## config.mk

```make
export PLATFORM = sky130hd
export DESIGN_NAME = boson_cmos_tx
export DESIGN_NICKNAME = d
export VERILOG_FILES = /design/src/rtl/boson_cmos_pkg.sv /design/src/rtl/video_timing_gen.sv /design/src/rtl/boson_cmos_tx.sv
export SDC_FILE = /design/constraint.sdc
export NUM_CORES = 1
export LEC_CHECK = 0
export ABC_AREA = 1
export BUFFER_PORTS_ARGS = -buffer_cell sky130_fd_sc_hd__buf_2
export CORE_ASPECT_RATIO = 0.5
export CORE_MARGIN = 5
export CORE_UTILIZATION = 30
export DETAILED_ROUTE_END_ITERATION = 6
export SYNTH_ARGS = -nofsm -noshare
export SYNTH_HDL_FRONTEND = slang
export SYNTH_HIERARCHICAL = 1
export SYNTH_SLANG_ARGS = --single-unit
```

## constraint.sdc

```tcl
create_clock -name clk -period 2.5 [get_ports clk]
set_input_delay 0.625 -clock clk [delete_from_list [all_inputs] [get_ports clk]]
set_output_delay 0.625 -clock clk [all_outputs]
set_load 0.05 [all_outputs]
```

## src/rtl/boson_cmos_pkg.sv

```systemverilog
// Shared types and default Boson timing for the CMOS video transmitter.
// Timing values are in pixel ticks (horizontal) or lines (vertical).
package boson_cmos_pkg;

  localparam int H_W = 12;
  localparam int V_W = 11;

  localparam int DEF_H_TOTAL     = 800;
  localparam int DEF_H_ACTIVE    = 640;
  localparam int DEF_H_START     = 32;
  localparam int DEF_HSYNC_TICKS = 16;
  localparam int DEF_V_TOTAL     = 526;
  localparam int DEF_V_ACTIVE    = 512;
  localparam int DEF_V_START     = 4;
  localparam int DEF_VSYNC_LINES = 2;

  typedef enum logic {
    ST_IDLE = 1'b0,
    ST_RUN  = 1'b1
  } state_t;

endpackage

```

## src/rtl/video_timing_gen.sv

```systemverilog
// Horizontal/vertical pixel-tick counters with sync, active and end-of-frame flags.
// Counters are held at zero while i_clr and step once per i_adv.
module video_timing_gen
  import boson_cmos_pkg::*;
#(
  parameter int H_TOTAL     = DEF_H_TOTAL,
  parameter int H_ACTIVE    = DEF_H_ACTIVE,
  parameter int H_START     = DEF_H_START,
  parameter int HSYNC_TICKS = DEF_HSYNC_TICKS,
  parameter int V_TOTAL     = DEF_V_TOTAL,
  parameter int V_ACTIVE    = DEF_V_ACTIVE,
  parameter int V_START     = DEF_V_START,
  parameter int VSYNC_LINES = DEF_VSYNC_LINES
) (
  input  logic           clk,
  input  logic           rst,
  input  logic           i_clr,
  input  logic           i_adv,
  output logic           o_hsync,
  output logic           o_vsync,
  output logic           o_active,
  output logic [H_W-1:0] o_x,
  output logic [V_W-1:0] o_y,
  output logic           o_eof
);

  logic [H_W-1:0] r_h;
  logic [V_W-1:0] r_v;
  logic           w_h_end;
  logic           w_v_end;
  logic           w_h_act;
  logic           w_v_act;

  assign w_h_end = (r_h == H_W'(H_TOTAL - 1));
  assign w_v_end = (r_v == V_W'(V_TOTAL - 1));

  always_ff @(posedge clk or posedge rst) begin
    if (rst) begin
      r_h <= '0;
      r_v <= '0;
    end else if (i_clr) begin
      r_h <= '0;
      r_v <= '0;
    end else if (i_adv) begin
      if (w_h_end) begin
        r_h <= '0;
        r_v <= w_v_end ? '0 : r_v + V_W'(1);
      end else begin
        r_h <= r_h + H_W'(1);
      end
    end
  end

  assign w_h_act  = (r_h >= H_W'(H_START)) && (r_h < H_W'(H_START + H_ACTIVE));
  assign w_v_act  = (r_v >= V_W'(V_START)) && (r_v < V_W'(V_START + V_ACTIVE));

  assign o_hsync  = (r_h >= H_W'(HSYNC_TICKS));
  assign o_vsync  = (r_v >= V_W'(VSYNC_LINES));
  assign o_active = w_h_act && w_v_act;
  assign o_x      = r_h - H_W'(H_START);
  assign o_y      = r_v - V_W'(V_START);
  assign o_eof    = w_h_end && w_v_end;

endmodule

```

## src/rtl/boson_cmos_tx.sv

```systemverilog
// Boson-style 16-bit parallel CMOS transmitter: pixel clock, syncs and data from a
// two-pixel-per-word stream or an internal (x+y) ramp.
module boson_cmos_tx
  import boson_cmos_pkg::*;
#(
  parameter int H_TOTAL     = DEF_H_TOTAL,
  parameter int H_ACTIVE    = DEF_H_ACTIVE,
  parameter int H_START     = DEF_H_START,
  parameter int HSYNC_TICKS = DEF_HSYNC_TICKS,
  parameter int V_TOTAL     = DEF_V_TOTAL,
  parameter int V_ACTIVE    = DEF_V_ACTIVE,
  parameter int V_START     = DEF_V_START,
  parameter int VSYNC_LINES = DEF_VSYNC_LINES
) (
  input  logic        clk,
  input  logic        reset,
  input  logic        enable,
  input  logic        pattern_en,
  input  logic [31:0] input_d,
  input  logic        input_rdy,
  output logic        input_next,
  output logic        underrun,
  input  logic        underrun_clr,
  output logic        frame_done,
  output logic        CAM_CMOS_CLK,
  output logic [15:0] CAM_CMOS_D,
  output logic        CAM_CMOS_VALID,
  output logic        CAM_CMOS_HSYNC,
  output logic        CAM_CMOS_VSYNC
);

  state_t         r_state;
  state_t         w_next;
  logic           r_ph;
  logic           r_pat;
  logic           r_skip;
  logic [15:0]    r_lo;
  logic           w_tick;
  logic           w_hsync;
  logic           w_vsync;
  logic           w_active;
  logic [H_W-1:0] w_x;
  logic [V_W-1:0] w_y;
  logic           w_eof;
  logic [15:0]    w_d;
  logic           w_pop;
  logic           w_ur_set;

  // A pixel tick ends on the edge where the pixel clock falls.
  assign w_tick       = (r_state == ST_RUN) && r_ph;
  assign CAM_CMOS_CLK = r_ph;

  video_timing_gen #(
    .H_TOTAL    (H_TOTAL),
    .H_ACTIVE   (H_ACTIVE),
    .H_START    (H_START),
    .HSYNC_TICKS(HSYNC_TICKS),
    .V_TOTAL    (V_TOTAL),
    .V_ACTIVE   (V_ACTIVE),
    .V_START    (V_START),
    .VSYNC_LINES(VSYNC_LINES)
  ) u_timing (
    .clk     (clk),
    .rst     (reset),
    .i_clr   (r_state == ST_IDLE),
    .i_adv   (w_tick),
    .o_hsync (w_hsync),
    .o_vsync (w_vsync),
    .o_active(w_active),
    .o_x     (w_x),
    .o_y     (w_y),
    .o_eof   (w_eof)
  );

  always_comb begin
    w_next = r_state;
    case (r_state)
      ST_IDLE: if (enable) w_next = ST_RUN;
      ST_RUN:  if (w_tick && w_eof && !enable) w_next = ST_IDLE;
      default: w_next = ST_IDLE;
    endcase
  end

  always_comb begin
    w_d      = '0;
    w_pop    = 1'b0;
    w_ur_set = 1'b0;
    if (w_active) begin
      if (r_pat) begin
        w_d = 16'(w_x) + 16'(w_y);
      end else if (!w_x[0]) begin
        if (input_rdy) begin
          w_d   = input_d[31:16];
          w_pop = 1'b1;
        end else begin
          w_ur_set = 1'b1;
        end
      end else if (!r_skip) begin
        w_d = r_lo;
      end
    end
  end

  always_ff @(posedge clk or posedge reset) begin
    if (reset) begin
      r_state        <= ST_IDLE;
      r_ph           <= 1'b0;
      r_pat          <= 1'b0;
      r_skip         <= 1'b0;
      r_lo           <= '0;
      input_next     <= 1'b0;
      frame_done     <= 1'b0;
      CAM_CMOS_D     <= '0;
      CAM_CMOS_VALID <= 1'b0;
      CAM_CMOS_HSYNC <= 1'b1;
      CAM_CMOS_VSYNC <= 1'b1;
    end else begin
      r_state    <= w_next;
      r_ph       <= (w_next == ST_RUN) ? ~r_ph : 1'b0;
      input_next <= w_tick && w_pop;
      frame_done <= w_tick && w_eof;
      if (w_tick) begin
        CAM_CMOS_D     <= w_d;
        CAM_CMOS_VALID <= w_active;
        CAM_CMOS_HSYNC <= w_hsync;
        CAM_CMOS_VSYNC <= w_vsync;
        if (w_active && !r_pat && !w_x[0]) begin
          r_skip <= !input_rdy;
          if (input_rdy) r_lo <= input_d[15:0];
        end
        if (w_eof) r_pat <= pattern_en;
      end else if (r_state == ST_IDLE) begin
        CAM_CMOS_D     <= '0;
        CAM_CMOS_VALID <= 1'b0;
        CAM_CMOS_HSYNC <= 1'b1;
        CAM_CMOS_VSYNC <= 1'b1;
        if (enable) r_pat <= pattern_en;
      end
    end
  end

  // A new underrun wins over a clear arriving in the same cycle.
  always_ff @(posedge clk or posedge reset) begin
    if (reset)                  underrun <= 1'b0;
    else if (w_tick && w_ur_set) underrun <= 1'b1;
    else if (underrun_clr)      underrun <= 1'b0;
  end

endmodule
```

==> reports/results.tsv <==
metric	value	unit
status	finished, final reports clean	
post-synth top area cell	dfrtp_1	
Yosys reg bits	65	
# IOs	61	
Final setup viols	0	
first-iteration detailed-routing DRC count	207	
Max Slew Vio Count	0	
first-pass GRT wire length	20500	um
Clk Latency, worst-skew pair	340	ps
Setup CP Type	flip-flop to flip-flop	
commonest non-fill, non-tap cell in the layout	nand2_1	
largest net degree at the start of global routing	43	
HP Class	primary input to async pin	
Mapped Area	4440	um^2
Syn Area/Cell	7.05	um^2
Internal	1.88	mW
DRC	0	
TritonCTS clock tree	yes	
Worst path most repeated cell	nand2_1	
worst endpoint required time	2720	ps
ANT cells	0	
Die Y	96.1	um
H-tree depth	3	
Port Buffers	60	
crit path max fanout	5	
num rows	31	
CP arrival	2520	ps
CP delay by family, top	simple AND/OR/NAND/NOR gates	
Sw Pwr	0.535	mW
core outline area	14500	um^2
top-area cell type share of the netlist area	35.5	%
Flop pwr share	43.8	%
worst clock skew	8.09	ps
Die ar.	17500	um^2
DR vias	4181	
Area Growth Syn to Fin	20.9	%
Post-Syn Nets	690	
final net count	761	
FFs w/ async S/R, synth	100	%
Worst-path clk slew	60	ps
Yosys warning count	6	
CTS max path bufs	2	
Tcrit/Tclk final	91.9	%
Finished Core Util	37.0	%
Sinks on Clock Net	65	
vias per std cell	4.63	
FMAX	0.435	GHz
Clk network pwr share	53.5	%
DIE WIDTH	182	um
slowest stage cell, crit path	dfrtp_1	
routability cong.	0.907	
maximum vdd drop	0.000264	V
Crit. End Element	flip-flop	
hold_buf cts	0	
Gate Count Post-Synth	630	
CTS Root Buffer Type	clkbuf_16	
non-filler cells, final	904	
layout cell share with drive strength beyond 1	18.7	%
top post-synthesis cells by area	dfrtp_1, nand2_1, inv_1	
Tmin final	2300	ps
antenna violations before repair	0	
post-synthesis sequential area ratio	36.7	%
dominant synthesized flop cell	dfrtp_1	
Power Dens Cells	449	nW/um^2
slew margin rel.	53.9	%
total global-route track usage	14.6	%
WP buf/inv	2	
Net Sw Frac	22.2	%
initial core utilization	30.6	%
final hold viol count	0	
Comb pwr share	2.6	%
post-synth cell types	40	
Static Leakage	2.83	nW
type of origin of the critical path	flip-flop	
max_cap viols	0	
CTS Buf Count	9	
Wirelength per Cell	13.4	um
total iterations of the first detailed-routing run	4	
CP Cell Sequence	inv_2, ha_4, nand3_2, nor3_2, xor2_1, ha_1, nand2_1, inv_1, a21oi_2, nand3_1, nand2_1, nand3_1, nand2_1, nand2_1	
placed insts	884	
Post-synth EDFFs	0	
vias in the first global route	4114	
Hold Slack	347	ps
Post-DP HPWL	9410	um
antenna-violating nets left	0	
worst slew pin tran	687	ps
final wirelength	12100	um
Worst path max stage delay	380	ps
global route total overflow	0	
most frequent cells in the layout	nand2_1, inv_1, dfrtp_1, buf_2, nor2_1	
layer usage:
layer	track usage, %	share of wire [%]	vias up
li1	-	-	2139
met1	20.9	51	1934
met2	22.0	42	93
met3	3.36	5.2	15
met4	4.37	1.6	0
met5	0	0	-
through the flow:
stage	TNS [ps]	power, mW	setup WS, ps	area, um^2
2_1_floorplan	0	1.10	336	4440
3_3_place_gp	0	1.14	47.4	4960
3_5_place_dp	0	1.14	22.0	4960
4_1_cts	0	2.45	28.6	5280
5_1_grt	-5.89	2.50	-5.89	5370
6_report	0	2.41	203	5370
registers in the layout (all words and copies together) (netlist names):
name	count
u_timing/r_h	12
underrun	1
r_pat	1
frame_done	1
r_skip	1
CAM_CMOS_VALID	1
u_timing/r_v	11
CAM_CMOS_CLK	1
CAM_CMOS_VSYNC	1
input_next	1
CAM_CMOS_D	16
r_lo	16
CAM_CMOS_HSYNC	1
r_state	1
final cells by class:
class | instances | area [um^2]
fillers | 1543 | 9140
multi-input cells | 457 | 2400
flip-flops and latches | 65 | 1630
repair buffers | 79 | 443
inverters | 89 | 339
well taps | 198 | 248
clock buffers | 10 | 239
clock inverters | 6 | 66.3
synth_stat cells, types with 4 or more instances:
master	n
a21oi_1	11
a22oi_1	5
buf_2	6
buf_4	8
buf_6	4
dfrtp_1	63
ha_1	21
inv_1	83
inv_2	4
nand2_1	213
nand3_1	43
nand4_1	10
nor2_1	46
nor2_2	4
nor3_1	13
o21ai_0	42
xnor2_1	4
xor2_1	17
power by group through the flow:
stage / Sequential (mW) / Clock [mW] / Combinational (mW)
floorplan: 1.07 / 0 / 0.0254
global placement: 1.08 / 0 / 0.0664
detailed placement: 1.08 / 0 / 0.0661
CTS: 1.06 / 1.33 / 0.0660
global route: 1.06 / 1.37 / 0.0741
finish: 1.06 / 1.29 / 0.0639
worst paths after layout:
check / startpoint / depth (start not counted) / slack, ps / end
worst max-delay path: u_timing/r_v[2] / 14 / 200 / CAM_CMOS_D[11]
worst min-delay path: reset / 3 / 350 / u_timing/r_v[1]
worst max register to register: u_timing/r_v[2] / 14 / 200 / CAM_CMOS_D[11]
worst min register to register: r_lo[13] / 2 / 470 / r_lo[13]
max in group asynchronous: reset / 3 / 1690 / CAM_CMOS_D[11]
min in group clk: underrun_clr / 2 / 470 / underrun
timing repair:
item	4_1_cts	5_1_grt
gates resized for setup	0	19
endpoints found under the setup margin	1	20
pin swaps	1	4
buffers inserted	1	3
cells by family (layout without fill, tap and decap cells):
kind of cell | after synthesis | count (layout) | share of synthesized area, %
compound gates | 71 | 71 | 9.24
xor+xnor | 21 | 21 | 4.14
fa+ha+maj | 22 | 22 | 6.36
buf+inv | 108 | 184 | 10.7
flops | 65 | 65 | 36.7
simple gates | 343 | 343 | 32.9
tightest hold or removal path: stages:
cell and delay [ps]:
buf_2 100, inv_1 40, buf_4 310
No activity file was read; power rests on OpenSTA's default activity.
